## config.mk

```make
export PLATFORM = sky130hd
export DESIGN_NAME = if_id
export DESIGN_NICKNAME = d
export VERILOG_FILES = /design/src/rtl/if_id_pkg.sv /design/src/rtl/if_id.sv
export SDC_FILE = /design/constraint.sdc
export NUM_CORES = 1
export LEC_CHECK = 0
export BUFFER_PORTS_ARGS = -buffer_cell sky130_fd_sc_hd__buf_2
export CORE_MARGIN = 2
export CORE_UTILIZATION = 40
export DETAILED_ROUTE_END_ITERATION = 6
export PLACE_DENSITY_LB_ADDON = 0.1
export SYNTH_ARGS = -nofsm -noshare
export SYNTH_HDL_FRONTEND = slang
export SYNTH_SLANG_ARGS = --single-unit
```

## constraint.sdc

```tcl
create_clock -name clk -period 4.7 [get_ports clk]
set_input_delay 0.235 -clock clk [delete_from_list [all_inputs] [get_ports clk]]
set_output_delay 0.235 -clock clk [all_outputs]
set_load 0.02 [all_outputs]
```

## src/rtl/if_id_pkg.sv

```systemverilog
`default_nettype none
// ============================================================================
// Module      : if_id_pkg
// Description : Shared core definitions for the IF/ID pipeline register:
//               instruction bus widths, the canonical NOP encoding and the
//               skid-buffer state enumeration.
// Revision    : 1.0 - initial release
// ============================================================================
package if_id_pkg;

    // Instruction address / data bus widths
    localparam int c_INST_ADDR_W = 32;
    localparam int c_INST_DATA_W = 32;

    // addi x0, x0, 0 - the bubble presented to decode when nothing is live
    localparam logic [c_INST_DATA_W-1:0] c_NOP_INST = 32'h00000013;

    // Occupancy of the 2-entry skid buffer
    typedef enum logic [1:0] {
        ST_EMPTY = 2'd0,   // no entries held
        ST_ONE   = 2'd1,   // main register holds the only entry
        ST_FULL  = 2'd2    // main and skid registers both hold entries
    } if_id_state_e;

endpackage : if_id_pkg
`default_nettype wire

```

## src/rtl/if_id.sv

```systemverilog
`default_nettype none
// ============================================================================
// Module      : if_id
// Description : IF/ID pipeline register implemented as a 2-entry skid buffer.
//               A main register drives decode; a skid register absorbs the
//               one entry that can arrive after decode stalls, so that the
//               ready signal back to fetch can be fully registered.
//
// Ports       : clk       - clock, all state updates on rising edge
//               rst       - synchronous active-high reset
//               if_pc     - PC of the fetched instruction
//               if_inst   - fetched instruction word
//               if_valid  - fetch offers if_pc/if_inst this cycle
//               id_ready  - buffer can accept this cycle (registered)
//               flush     - discard every held and incoming entry
//               id_pc     - PC presented to decode
//               id_inst   - instruction presented to decode (NOP when idle)
//               id_valid  - id_pc/id_inst hold a live entry
//               dec_ready - decode consumes the presented entry this cycle
// Revision    : 1.0 - initial release
// ============================================================================
module if_id
    import if_id_pkg::*;
#(
    parameter logic [c_INST_DATA_W-1:0] NOP_INST = c_NOP_INST
) (
    input  logic                     clk,
    input  logic                     rst,
    input  logic [c_INST_ADDR_W-1:0] if_pc,
    input  logic [c_INST_DATA_W-1:0] if_inst,
    input  logic                     if_valid,
    output logic                     id_ready,
    input  logic                     flush,
    output logic [c_INST_ADDR_W-1:0] id_pc,
    output logic [c_INST_DATA_W-1:0] id_inst,
    output logic                     id_valid,
    input  logic                     dec_ready
);

    if_id_state_e             r_state;
    if_id_state_e             w_state_nxt;
    logic                     r_ready;
    logic [c_INST_ADDR_W-1:0] r_main_pc;
    logic [c_INST_DATA_W-1:0] r_main_inst;
    logic [c_INST_ADDR_W-1:0] r_skid_pc;
    logic [c_INST_DATA_W-1:0] r_skid_inst;

    logic w_accept;
    logic w_take;
    logic w_valid;

    assign w_valid  = (r_state != ST_EMPTY);
    assign w_accept = if_valid && r_ready;
    assign w_take   = w_valid && dec_ready;

    // ------------------------------------------------------------------------
    // Next-state logic
    // ------------------------------------------------------------------------
    always_comb begin
        w_state_nxt = r_state;
        if (flush) begin
            w_state_nxt = ST_EMPTY;
        end else begin
            case (r_state)
                ST_EMPTY: if (w_accept)              w_state_nxt = ST_ONE;
                ST_ONE: begin
                    if (w_accept && !w_take)         w_state_nxt = ST_FULL;
                    else if (w_take && !w_accept)    w_state_nxt = ST_EMPTY;
                end
                ST_FULL:  if (w_take)                w_state_nxt = ST_ONE;
                default:                             w_state_nxt = ST_EMPTY;
            endcase
        end
    end

    // ------------------------------------------------------------------------
    // State and data registers
    // ------------------------------------------------------------------------
    always_ff @(posedge clk) begin
        if (rst) begin
            r_state     <= ST_EMPTY;
            r_ready     <= 1'b1;
            r_main_pc   <= '0;
            r_main_inst <= NOP_INST;
            r_skid_pc   <= '0;
            r_skid_inst <= '0;
        end else begin
            r_state <= w_state_nxt;
            // Ready is a pure function of the upcoming occupancy, so fetch
            // never sees a combinational path from dec_ready or if_valid.
            r_ready <= (w_state_nxt != ST_FULL);

            if (flush) begin
                // Main falls back to the bubble so id_inst reads NOP while idle
                r_main_inst <= NOP_INST;
            end else begin
                case (r_state)
                    ST_EMPTY: begin
                        if (w_accept) begin
                            r_main_pc   <= if_pc;
                            r_main_inst <= if_inst;
                        end
                    end
                    ST_ONE: begin
                        if (w_accept && w_take) begin
                            r_main_pc   <= if_pc;
                            r_main_inst <= if_inst;
                        end else if (w_accept) begin
                            r_skid_pc   <= if_pc;
                            r_skid_inst <= if_inst;
                        end else if (w_take) begin
                            r_main_inst <= NOP_INST;
                        end
                    end
                    ST_FULL: begin
                        if (w_take) begin
                            r_main_pc   <= r_skid_pc;
                            r_main_inst <= r_skid_inst;
                        end
                    end
                    default: begin
                        r_main_inst <= NOP_INST;
                    end
                endcase
            end
        end
    end

    assign id_ready = r_ready;
    assign id_valid = w_valid;
    assign id_pc    = r_main_pc;
    assign id_inst  = r_main_inst;

endmodule : if_id
`default_nettype wire

```

# After elaboration in Yosys (flattened, before gate mapping)
# Cells that the tools add are included.
# W data, S select, Z words.
# word_totals
reg_bits,131
out_inout_bits,66
wordCells,46
# classes
eq_ne,8
mux,16
bitwise_logic,2
reduce_logical,14
# ops
operator,n
$mux W32,8
$pmux W32 S3,2
$mux W2,5
$ne A2 B2 Y1 const B,4
$reduce_and A4 Y1,2
$ne A3 B3 Y1 const B,2
$pmux W2 S3,1
$logic_and A1 B1 Y1,5
$reduce_and A5 Y1,1
$reduce_bool A3 Y1,1
$eq A2 B1 Y1 const B,1
$eq A2 B2 Y1 const B,1
$logic_not A1 Y1,2
$logic_not A2 Y1,1
$not A1 Y1,2
$reduce_bool A2 Y1,1
$reduce_or A2 Y1,1

# Longest topological paths before layout
# Gate-level depths: netlist (run 1).
# depth
ltp_word,8
mapped_depth,8
mapped_depth_nobuf,5

# Worst setup path before layout (run 1)
# No wires, ideal clock.
# synth_timing
kind,register -> register
start,"register r_ready, in the netlist id_ready"
end,"register r_main_pc[0], in the netlist id_pc[0]"
setup_ns,0.091
arrival_time_ns,1.574
t_required_ns,4.609
setup_slack_ns,3.035
stages_incl_launch_ff,6
path_buffers,1
synth_period_minus_slack_ns,1.665
cell_sequence,dfxtp_1 nand2_1 o31ai_4 buf_2 a21oi_1 a311oi_1
# synth_via
elab_chain_cells,4
# synth_rtl
element,line,source
from (decl),if_id.sv:42,logic r_ready;
from (signal assigned),if_id.sv:91,r_ready <= (w_state_nxt != ST_FULL);
$logic_and A1 B1 Y1 *,if_id.sv:53,assign w_accept = if_valid && r_ready;
$logic_and A1 B1 Y1,if_id.sv:105,if (w_accept && w_take) begin
$ne A2 B2 Y1 (no line),--,
$reduce_and A5 Y1 (no line) *,--,
to (signal assigned),if_id.sv:100,r_main_pc <= if_pc;
to (signal assigned),if_id.sv:106,r_main_pc <= if_pc;
to (signal assigned),if_id.sv:117,r_main_pc <= r_skid_pc;
to (decl),if_id.sv:43,logic [c_INST_ADDR_W-1:0] r_main_pc;
# Every way passes the cells marked *; elsewhere a longest branch is shown, timed or not.
# A chain may end at the register's enable or synchronous reset.

# Worst setup path in the final report (run 1)
# layout_timing
start,register r_state[0]
end,register r_skid_inst[17]
# layout_via
elab_chain_cells,5
# layout_rtl
element,line,source
from (decl),if_id.sv:40,if_id_state_e r_state;
from (signal assigned),if_id.sv:88,r_state <= w_state_nxt;
$reduce_bool A2 Y1,if_id.sv:52,assign w_valid = (r_state != ST_EMPTY);
$logic_and A1 B1 Y1,if_id.sv:54,assign w_take = w_valid && dec_ready;
$logic_and A1 B1 Y1,if_id.sv:105,
$not A1 Y1 (no line),--,
$reduce_and A4 Y1 (no line) *,--,
to (signal assigned),if_id.sv:110,r_skid_inst <= if_inst;
to (decl),if_id.sv:46,logic [c_INST_DATA_W-1:0] r_skid_inst;
# Marks and branches as above.

==> results of run 1 <==
worst paths after layout:
path,start,end,cells past startpoint,slack [ns]
worst max-delay path,r_state[0],r_skid_inst[17],5,2.02
worst min-delay path,if_pc[7],r_skid_pc[7],3,0.06
worst max register to register,r_state[0],r_skid_inst[17],5,2.02
worst min register to register,r_skid_inst[14],r_skid_inst[14],2,0.45
metal layers:
metal	track usage, %	up-vias	wire length, um
li1	-	2484	-
met1	23.7	2283	6270
met2	32.6	134	7080
met3	6.79	18	1010
met4	8.62	0	264
met5	0	-	0
layout make-up:
cell class / instances / area, um^2 / area share [%]
Multi-Input combinational cell: 442 / 2690 / 38.8
Sequential cell: 131 / 2620 / 37.9
Timing Repair Buffer: 142 / 746 / 10.8
Clock buffer: 18 / 439 / 6.34
Tap cell: 180 / 225 / 3.25
Clock inverter: 14 / 186 / 2.69
Inverter: 4 / 15.0 / 0.217
worst min-delay path, cell delays in order:
cell	delay (ns)
buf_2	0.10
nand2_1	0.05
a21oi_1	0.05
sequential cells by signal, indices dropped and copies added (netlist names):
register	cells
r_state	2
id_inst	32
id_pc	32
id_ready	1
r_skid_pc	32
r_skid_inst	32
per-stage QoR:
stage	instance area (um^2)	power [W]
CTS	6930	0.00287
detailed placement	6300	0.00148
floorplan	5580	0.00137
global placement	6300	0.00147
global route	6930	0.00296
finish	6930	0.00284
power by group through the flow:
stage | clock [W] | combinational [W] | sequential [W]
6_report | 0.00139 | 0.000286 | 0.00117
5_1_grt | 0.00147 | 0.000315 | 0.00117
4_1_cts | 0.00141 | 0.000289 | 0.00117
3_5_place_dp | 0 | 0.000289 | 0.00119
3_3_place_gp | 0 | 0.000283 | 0.00119
2_1_floorplan | 0 | 0.000147 | 0.00122
cells in the mapped netlist, types with 2 or more instances:
cell	count	area share, %
nand2_1	133	9.0
dfxtp_1	131	47
a21oi_1	100	9.0
mux2i_1	61	11
nor2_1	37	2.5
clkbuf_1	34	2.3
a311oi_1	32	5.0
o2bb2ai_1	30	4.7
a22oi_1	29	3.9
buf_2	24	2.2
o22ai_1	4	0.45
inv_1	3	0.20
buf_1	2	0.13
buf_4	2	0.27
nand2b_1	2	0.22
xnor2_1	2	0.31
placed cells by master, fill, tap and decap left out, drive strengths merged:
| master | netlist | final |
|---|---|---|
| a21o | 1 | 1 |
| a21oi | 100 | 100 |
| a22oi | 29 | 29 |
| a2bb2oi | 1 | 1 |
| a311oi | 32 | 32 |
| and4b | 1 | 1 |
| buf | 28 | 142 |
| bufinv | 0 | 4 |
| clkbuf | 34 | 18 |
| clkinv | 0 | 5 |
| clkinvlp | 0 | 5 |
| dfxtp | 131 | 131 |
| inv | 4 | 4 |
| mux2i | 61 | 61 |
| nand2 | 133 | 133 |
| nand2b | 2 | 2 |
| nand3 | 1 | 1 |
| nand3b | 1 | 1 |
| nand4b | 1 | 1 |
| nor2 | 37 | 37 |
| nor2b | 1 | 1 |
| nor3 | 1 | 1 |
| o21ai | 1 | 1 |
| o22ai | 4 | 4 |
| o2bb2ai | 30 | 30 |
| o31ai | 1 | 1 |
| or2 | 1 | 1 |
| or3 | 1 | 1 |
| xnor2 | 2 | 2 |
kinds of logic after synthesis:
logic type	after synthesis
AO/OA/AOI/OAI	199
XOR/XNOR	2
buffers and inverters	66
flip-flops	131
multiplexers	61
AND/OR/NAND/NOR	180
==> impl_metrics.yaml, run 1 <==
run_status:
  status: "complete, no violations"
synth:
  syn_area_um2: 5580
  synth_ff_type: "dfxtp_1"
  synth.area.mux_share_pct: 11.0
  synth-seq-area-share_pct: 47.0
  synth_top_family_by_area: "compound AO/OA/AOI/OAI gates"
  syn_area_per_cell_um2: 8.73
  synth-compound-area-share_pct: 23.8
  synthArstFlopShare_pct: 0
  synth-simple-area-share_pct: 12.7
  yosys.area_share.xor_xnor_pct: 0.314
  synth_fa_ha_area_share_pct: 0
  synth_seq_cells: 131
  synth_nets: 708
  syn_inst: 639
  yosysWarnings: 0
  synth_edf_count: 0
  ys_types: 29
power:
  switching_share_pct: 24.4
  leakagePower_nw: 2.85
  seqPwrFrac_pct: 41.1
  combPwrFrac_pct: 10.1
  vdd_ir_drop_max_uv: 217
  p_clk_share_pct: 48.9
  p_int_w: 0.00215
  netSwitchingPower_w: 0.000695
  p_per_area_nw_per_um2: 410
finish:
  fillCellCount: 1343
  n_antenna_cell: 0
  stdcell_count: 931
  syn_to_final_growth_pct: 24.2
  drive_gt1_share_pct: 24.4
  nets: 807
  postLayoutCoreUtil_pct: 50.3
sta:
  period_needed_ns: 2.68
  setup_tns_ns: 0
  worst_slew_pin_slew_ns: 1.15
  skew_ns: 0.00475
  setup_violations: 0
  max_slew_margin_pct: 23.6
  fmax_ghz: 0.374
  grt_setup_unrepaired: "false"
  setup_ws_ns: 2.02
  min_period_over_period_pct: 57.0
  drv_slew: 0
  finalHoldViolations: 0
  hold_ws_ns: 0.0622
place:
  place_ws_ns: 2.02
  hpwl_um: 9340
  dp.cells: 899
  place.gp.congestion: 0.704
  portBuffers: 134
cts:
  clk_latency_ns: 0.42
  clock_path_buffers: 2
  post_cts_buffers: 0
  cts_htree_levels: 4
  cts_buffers: 17
  cts.repair.resized: 0
  clock_sinks: 131
  postCtsHoldBufs: 0
  cts_tree: "yes"
  cts-root-buf: "clkbuf_16"
  clk_pin_slew_ns: 0.06
job:
  drv_cap: 0
critical_path:
  crit_required_ns: 5.04
  start_kind: "register"
  worst-path-max-fanout: 37
  crit_arrival_ns: 3.02
  crit_path_end_kind: "register"
  max_stage_delay_ns: 0.92
  critical_path_buf_inv_count: 1
  slowest_stage: "nor3_4"
  crit_chain: "nand4b_1 -> nor3_4 -> buf_12 -> nand2_1 -> a21oi_1"
  crit_type: "reg2reg"
  critPathTopFamily: "simple AND/OR/NAND/NOR gates"
routing:
  vias: 4919
  drc: 0
  dr.pass1.iters: 4
  via_per_inst: 5.28
  ant_nets: 0
  first_iter_violations: 298
  wl_per_cell_um: 15.7
  wirelength_um: 14600
global_route:
  grt_usage_pct: 19.9
  grt_overflow: 0
  antenna_found_initial: 0
  grt_pass1_vias: 4703
  grt_pass1_wl_um: 23100
  grt_max_degree: 82
die:
  die_area_um2: 14900
  fp.dieW_um: 122
  die_y_um: 122
  core_area_um2: 13800
  initial_core_util_pct: 40.5
  rows: 43
  io_pins: 135
hold_path:
  hp-class: "in2reg"
(Power assumes the default switching activity.)
==> inputs of run 2 (changes only) <==
- ABC_AREA: unset -> 1
- clock period: 4.7 -> 2.51 ns (I/O delays scaled with it)
==> run 2 against run 1 <==
  * Register-to-register slack got worse by 1.2 ns
  * Synthesized cell count increased by 40%
  * Clock skew increased by 0.0015 ns
  * Maximum frequency increased by 57%
  * Largest power group unchanged
==> impl_metrics.yaml, run 2 <==
finish:
  drive_gt1_share_pct: 17.7
  nets: 1128
  syn_to_final_growth_pct: 33.0
  final_common_cell: "nand2_1"
  postLayoutCoreUtil_pct: 53.9
  layout_common_cells: "nand2_1, buf_2, nor2_1"
sta:
  setup_ws_ns: 0.802
  max_slew_margin_pct: 47.9
  min_period_over_period_pct: 68.1
  fmax_ghz: 0.585
  setup_tns_ns: 0
  setup_violations: 0
  drv_slew: 0
  grt_setup_unrepaired: "false"
  finalHoldViolations: 0
  period_needed_ns: 1.71
  skew_ns: 0.00623
  worst_slew_pin_slew_ns: 0.780
routing:
  first_iter_violations: 365
  wirelength_um: 15000
  dr.pass1.iters: 5
  vias: 5804
  ant_nets: 0
  drc: 0
  wl_per_cell_um: 12.0
  via_per_inst: 4.62
synth:
  syn_inst: 895
  synth.largest_area_cell: "dfxtp_1"
  synthTopCellsByArea: "dfxtp_1, nand2_1, nor2_1"
  ys_types: 21
  synth_edf_count: 0
  synth-seq-area-share_pct: 45.0
  syn_area_um2: 5820
  syn_area_per_cell_um2: 6.51
  synthDominantCellAreaShare_pct: 45.0
  synth_seq_cells: 131
  synthArstFlopShare_pct: 0
  ys_top_cells_by_count: "nand2_1, nor2_1, dfxtp_1, inv_1, a21oi_1"
  synth_nets: 964
  synth_most_common_cell: "nand2_1"
  yosysWarnings: 0
  synth_ff_type: "dfxtp_1"
critical_path:
  ff2ff_path_depth: 8
  worst-path-max-fanout: 64
  crit_type: "reg2reg"
  r2r-start: "r_state[1]"
  crit_path_end_kind: "register"
  startpoint: "r_state[1]"
  rrSetupSlack_ns: 0.80
  crit_required_ns: 2.82
  r2r-end: "id_pc[19]"
  crit_arrival_ns: 2.02
  start_kind: "register"
power:
  p_per_area_nw_per_um2: 677
  vdd_ir_drop_max_uv: 398
  leakagePower_nw: 3.87
cts:
  cts_tree: "yes"
  clk_pin_slew_ns: 0.06
  cts_buffers: 17
  post_cts_buffers: 0
  clock_sinks: 131
  clock_path_buffers: 2
  cts-root-buf: "clkbuf_16"
  cts_htree_levels: 4
  clk_latency_ns: 0.41
hold_path:
  hp-class: "in2reg"
  min_path_cells: 3
  hold_path_end: "r_skid_inst[21]"
  hold_start: "if_inst[21]"
global_route:
  grt_pass1_vias: 5316
  grt_overflow: 0
  antenna_found_initial: 1
  grt_pass1_wl_um: 25500
  grt_max_degree: 68
  grt_usage_pct: 19.9
die:
  die_area_um2: 15500
  die_y_um: 125
  initial_core_util_pct: 40.5
  core_area_um2: 14400
  io_pins: 135
  rows: 44
  fp.dieW_um: 125
place:
  place.gp.congestion: 0.788
  portBuffers: 134
  place_ws_ns: 0.794
  hpwl_um: 9110
job:
  drv_cap: 0
run_status:
  status: "complete, no violations"
run 2: worst max-delay path by stage:
stage / end / slack, ns / depth (start not counted)
detailed placement: id_pc[5] / 0.79 / 8
global route: id_inst[2] / 0.60 / 7
global placement: id_pc[26] / 0.85 / 8
CTS: id_pc[5] / 0.79 / 8
floorplan: r_skid_pc[10] / 1.06 / 7
finish: id_pc[19] / 0.80 / 8
run 2: kinds of logic (layout without fill, tap and decap cells):
group	after synthesis	in the layout	share of synthesized area (%)
DFF	131	131	45.0
other	0	1	0
buffers and inverters	134	311	9.50
xor gates and xnor gates	1	1	0.150
AOI/OAI and AO/OA	100	100	8.66
and+or+nand+nor	529	529	36.7
run 2: cell type report:
class                   count  area (um^2)
diodes                      1         2.50
clock buffers              22          474
clock inverters            10          106
fillers                  1448         6620
inverters                  73          274
multi-input cells         630         2660
flip-flops and latches    131         2620
well taps                 184          230
repair buffers            206         1380
run 2: critical path, cell delays in order, from the launching register on:
cell and delay, ns:
dfxtp_1 0.40, inv_2 0.09, buf_4 0.32, nand2_1 0.17, nand3_2 0.12, buf_12 0.25
nand2_1 0.09, nand2_1 0.07, nor2_1 0.05
run 2: stage by stage:
step	hold WS (ns)	power [W]	instances	instance area, um^2
floorplan	0.217	0.00261	895	5820
global placement	0.369	0.00281	1167	6590
detailed placement	0.371	0.00281	1167	6590
CTS	0.000598	0.00531	1255	7730
global route	0.00920	0.00551	1256	7740
finish	0.0237	0.00524	1257	7750
run 2: power breakdown:
part | internal (W) | switching [W] | total [W] | leakage (nW)
sequential | 0.00216 | 0.0000370 | 0.00220 | 1.07
combinational | 0.000249 | 0.000384 | 0.000633 | 2.51
clock | 0.00153 | 0.000881 | 0.00241 | 0.289
run 2: repair_timing:
item / CTS / global route
hold endpoints to repair: 57 / 1
hold buffers: 56 / 1
resized for setup: 0 / 0
endpoints found under the setup margin: 0 / 0
run 2: routing by layer:
layer / up-vias / GRT usage (%) / wire length, um / share of wire [%]
met1: 2529 / 27.1 / 7380 / 49
met3: 14 / 6.01 / 788 / 5.2
met4: 0 / 6.94 / 189 / 1.3
met2: 140 / 30.1 / 6680 / 44
met5: - / 0 / 0 / 0
li1: 3121 / - / - / -
==> inputs of run 3 (changes only) <==
- clock period: 2.51 -> 1.65 ns (I/O delays scaled with it)
==> run 3 against run 2 <==
  * Worst setup slack got worse by 0.60 ns
  * First-iteration DRC count down 5.5%
  * Combinational power increased by 58%
  * Maximum frequency grew 18%
  * Non-clock buffer count is 17 higher
  * Critical path depth is 1 lower
  * Sequential share of layout area shrank 1.2 points
  * Worst hold slack better by 0.13 ns
  * Flip-flop and latch count unchanged
  * Register-to-register slack got worse by 0.60 ns
  * Die area is the same
  * Power is 64% higher
  * Largest cell class unchanged
==> impl_metrics.yaml, run 3 (same netlist as run 2, synthesis figures left out) <==
die:
  initial_core_util_pct: 40.5
  fp.dieW_um: 125
  die_y_um: 125
  die_area_um2: 15500
  core_area_um2: 14400
  rows: 44
  io_pins: 135
routing:
  wirelength_um: 15300
  ant_nets: 0
  vias: 5785
  dr.pass1.iters: 4
  wl_per_cell_um: 12.0
  first_iter_violations: 345
  via_per_inst: 4.54
  drc: 0
critical_path:
  max_stage_delay_ns: 0.34
  crit_arrival_ns: 1.76
  crit_chain: "inv_2 -> nand2_1 -> nor2_4 -> buf_4 -> nor2_1 -> nor3_1 -> inv_1"
  critPathTopFamily: "simple AND/OR/NAND/NOR gates"
  startpoint: "r_state[1]"
  crit_required_ns: 1.96
  start_kind: "register"
  r2r-start: "r_state[1]"
  crit_type: "reg2reg"
  worst-path-max-fanout: 25
  slowest_stage: "dfxtp_1"
  critical_path_buf_inv_count: 3
  crit_path_end_kind: "register"
global_route:
  grt_pass1_vias: 5470
  antenna_found_initial: 1
  met1_usage_pct: 26.9
  met3_usage_pct: 5.11
  grt_usage_pct: 20.3
  grt_overflow: 0
  grt_max_degree: 70
  grt_pass1_wl_um: 26000
  met2_usage_pct: 31.9
  grt-busiest-layer: "met2"
finish:
  fillCellCount: 1426
  nets: 1145
  drive_gt1_share_pct: 18.2
  postLayoutCoreUtil_pct: 55.8
  layout_common_cells: "nand2_1, buf_2, nor2_1"
  syn_to_final_growth_pct: 37.8
  final_common_cell: "nand2_1"
sta:
  drv_slew: 0
  setup_violations: 0
  finalHoldViolations: 0
  period_needed_ns: 1.44
  min_period_over_period_pct: 87.6
  max_slew_margin_pct: 72.3
  fmax_ghz: 0.692
  worst_slew_pin_slew_ns: 0.415
  skew_ns: 0.00843
  grt_setup_unrepaired: "true"
place:
  place.gp.congestion: 0.811
  portBuffers: 134
  hpwl_um: 9340
cts:
  cts_htree_levels: 4
  cts_tree: "yes"
  cts-root-buf: "clkbuf_16"
  clk_pin_slew_ns: 0.06
  clock_sinks: 131
  cts_buffers: 17
  clk_latency_ns: 0.42
  clock_path_buffers: 2
power:
  switching_share_pct: 23.5
  p_int_w: 0.00657
  p_clk_share_pct: 49.4
  p_per_area_nw_per_um2: 1070
  vdd_ir_drop_max_uv: 707
  netSwitchingPower_w: 0.00201
  leakagePower_nw: 4.00
  combPwrFrac_pct: 11.7
  seqPwrFrac_pct: 38.9
  power_w: 0.00858
hold_path:
  hold_start: "if_valid"
  hp-class: "in2reg"
run_status:
  status: "complete, no violations"
job:
  drv_cap: 0
[run 3: cell count changes in the layout (fill, tap and decap cells not counted), moves of 2 or more]
cell           previous run  this run
buf_12                    2         4
buf_4                    13        17
bufinv_16                 2         5
clkbuf_8                  3         5
clkinv_2                  6         3
dlygate4sd3_1            57        67
[run 3: final cells by class]
type | count | area (um^2) | share of cell area [%]
well taps | 184 | 230 | 2.87
diodes | 1 | 2.50 | 0.0312
clock inverters | 9 | 173 | 2.15
clock buffers | 23 | 498 | 6.21
inverters | 73 | 277 | 3.45
flip-flops and latches | 131 | 2620 | 32.7
repair buffers | 223 | 1560 | 19.5
multi-input cells | 630 | 2660 | 33.1
[run 3: stage by stage]
stage	setup TNS (ns)	cell area [um^2]	hold WS, ns	setup WS [ns]	std cells
after detailed placement	0	6670	0.323	0.104	1174
after floorplan	0	5820	0.174	0.198	895
after global placement	0	6670	0.330	0.163	1174
after CTS	0	8010	0.147	0.0835	1273
after global routing	-0.00657	8020	0.195	-0.00657	1273
final	0	8020	0.159	0.205	1274
[run 3: path summary, 6_finish.rpt]
check	end	slack [ns]	cells after the start
setup / recovery	id_ready	0.21	7
hold / removal	id_inst[1]	0.16	6
setup reg to reg	id_ready	0.21	7
hold reg to reg	r_skid_inst[6]	0.46	2
[run 3: power by group through the flow]
stage	Sequential, W	Clock [W]	Combinational [W]
after floorplan	0.00351	0	0.000452
after global placement	0.00340	0	0.000876
after detailed placement	0.00341	0	0.000876
after CTS	0.00334	0.00433	0.00100
after global routing	0.00335	0.00449	0.00113
final	0.00334	0.00424	0.00100
[run 3: tightest hold or removal path, stage by stage]
cell and delay (ns):
buf_2 0.09, nand3_1 0.10, nand3_1 0.11, nand2_1 0.06, nand2_1 0.05, nand2_1 0.04
[run 3: routing by layer]
layer / up-vias / routed length [um] / part of all wire, %
met4: 0 / 194 / 1.3
li1: 3137 / - / -
met1: 2481 / 7260 / 47
met2: 150 / 6930 / 45
met3: 17 / 963 / 6.3
met5: - / 0 / 0
[run 3: what timing repair did]
action,4_1_cts,5_1_grt
resized for setup,0,4
setup endpoints to repair,0,29
buffers inserted,0,0
hold buffers,67,0
endpoints found under the hold margin,69,0
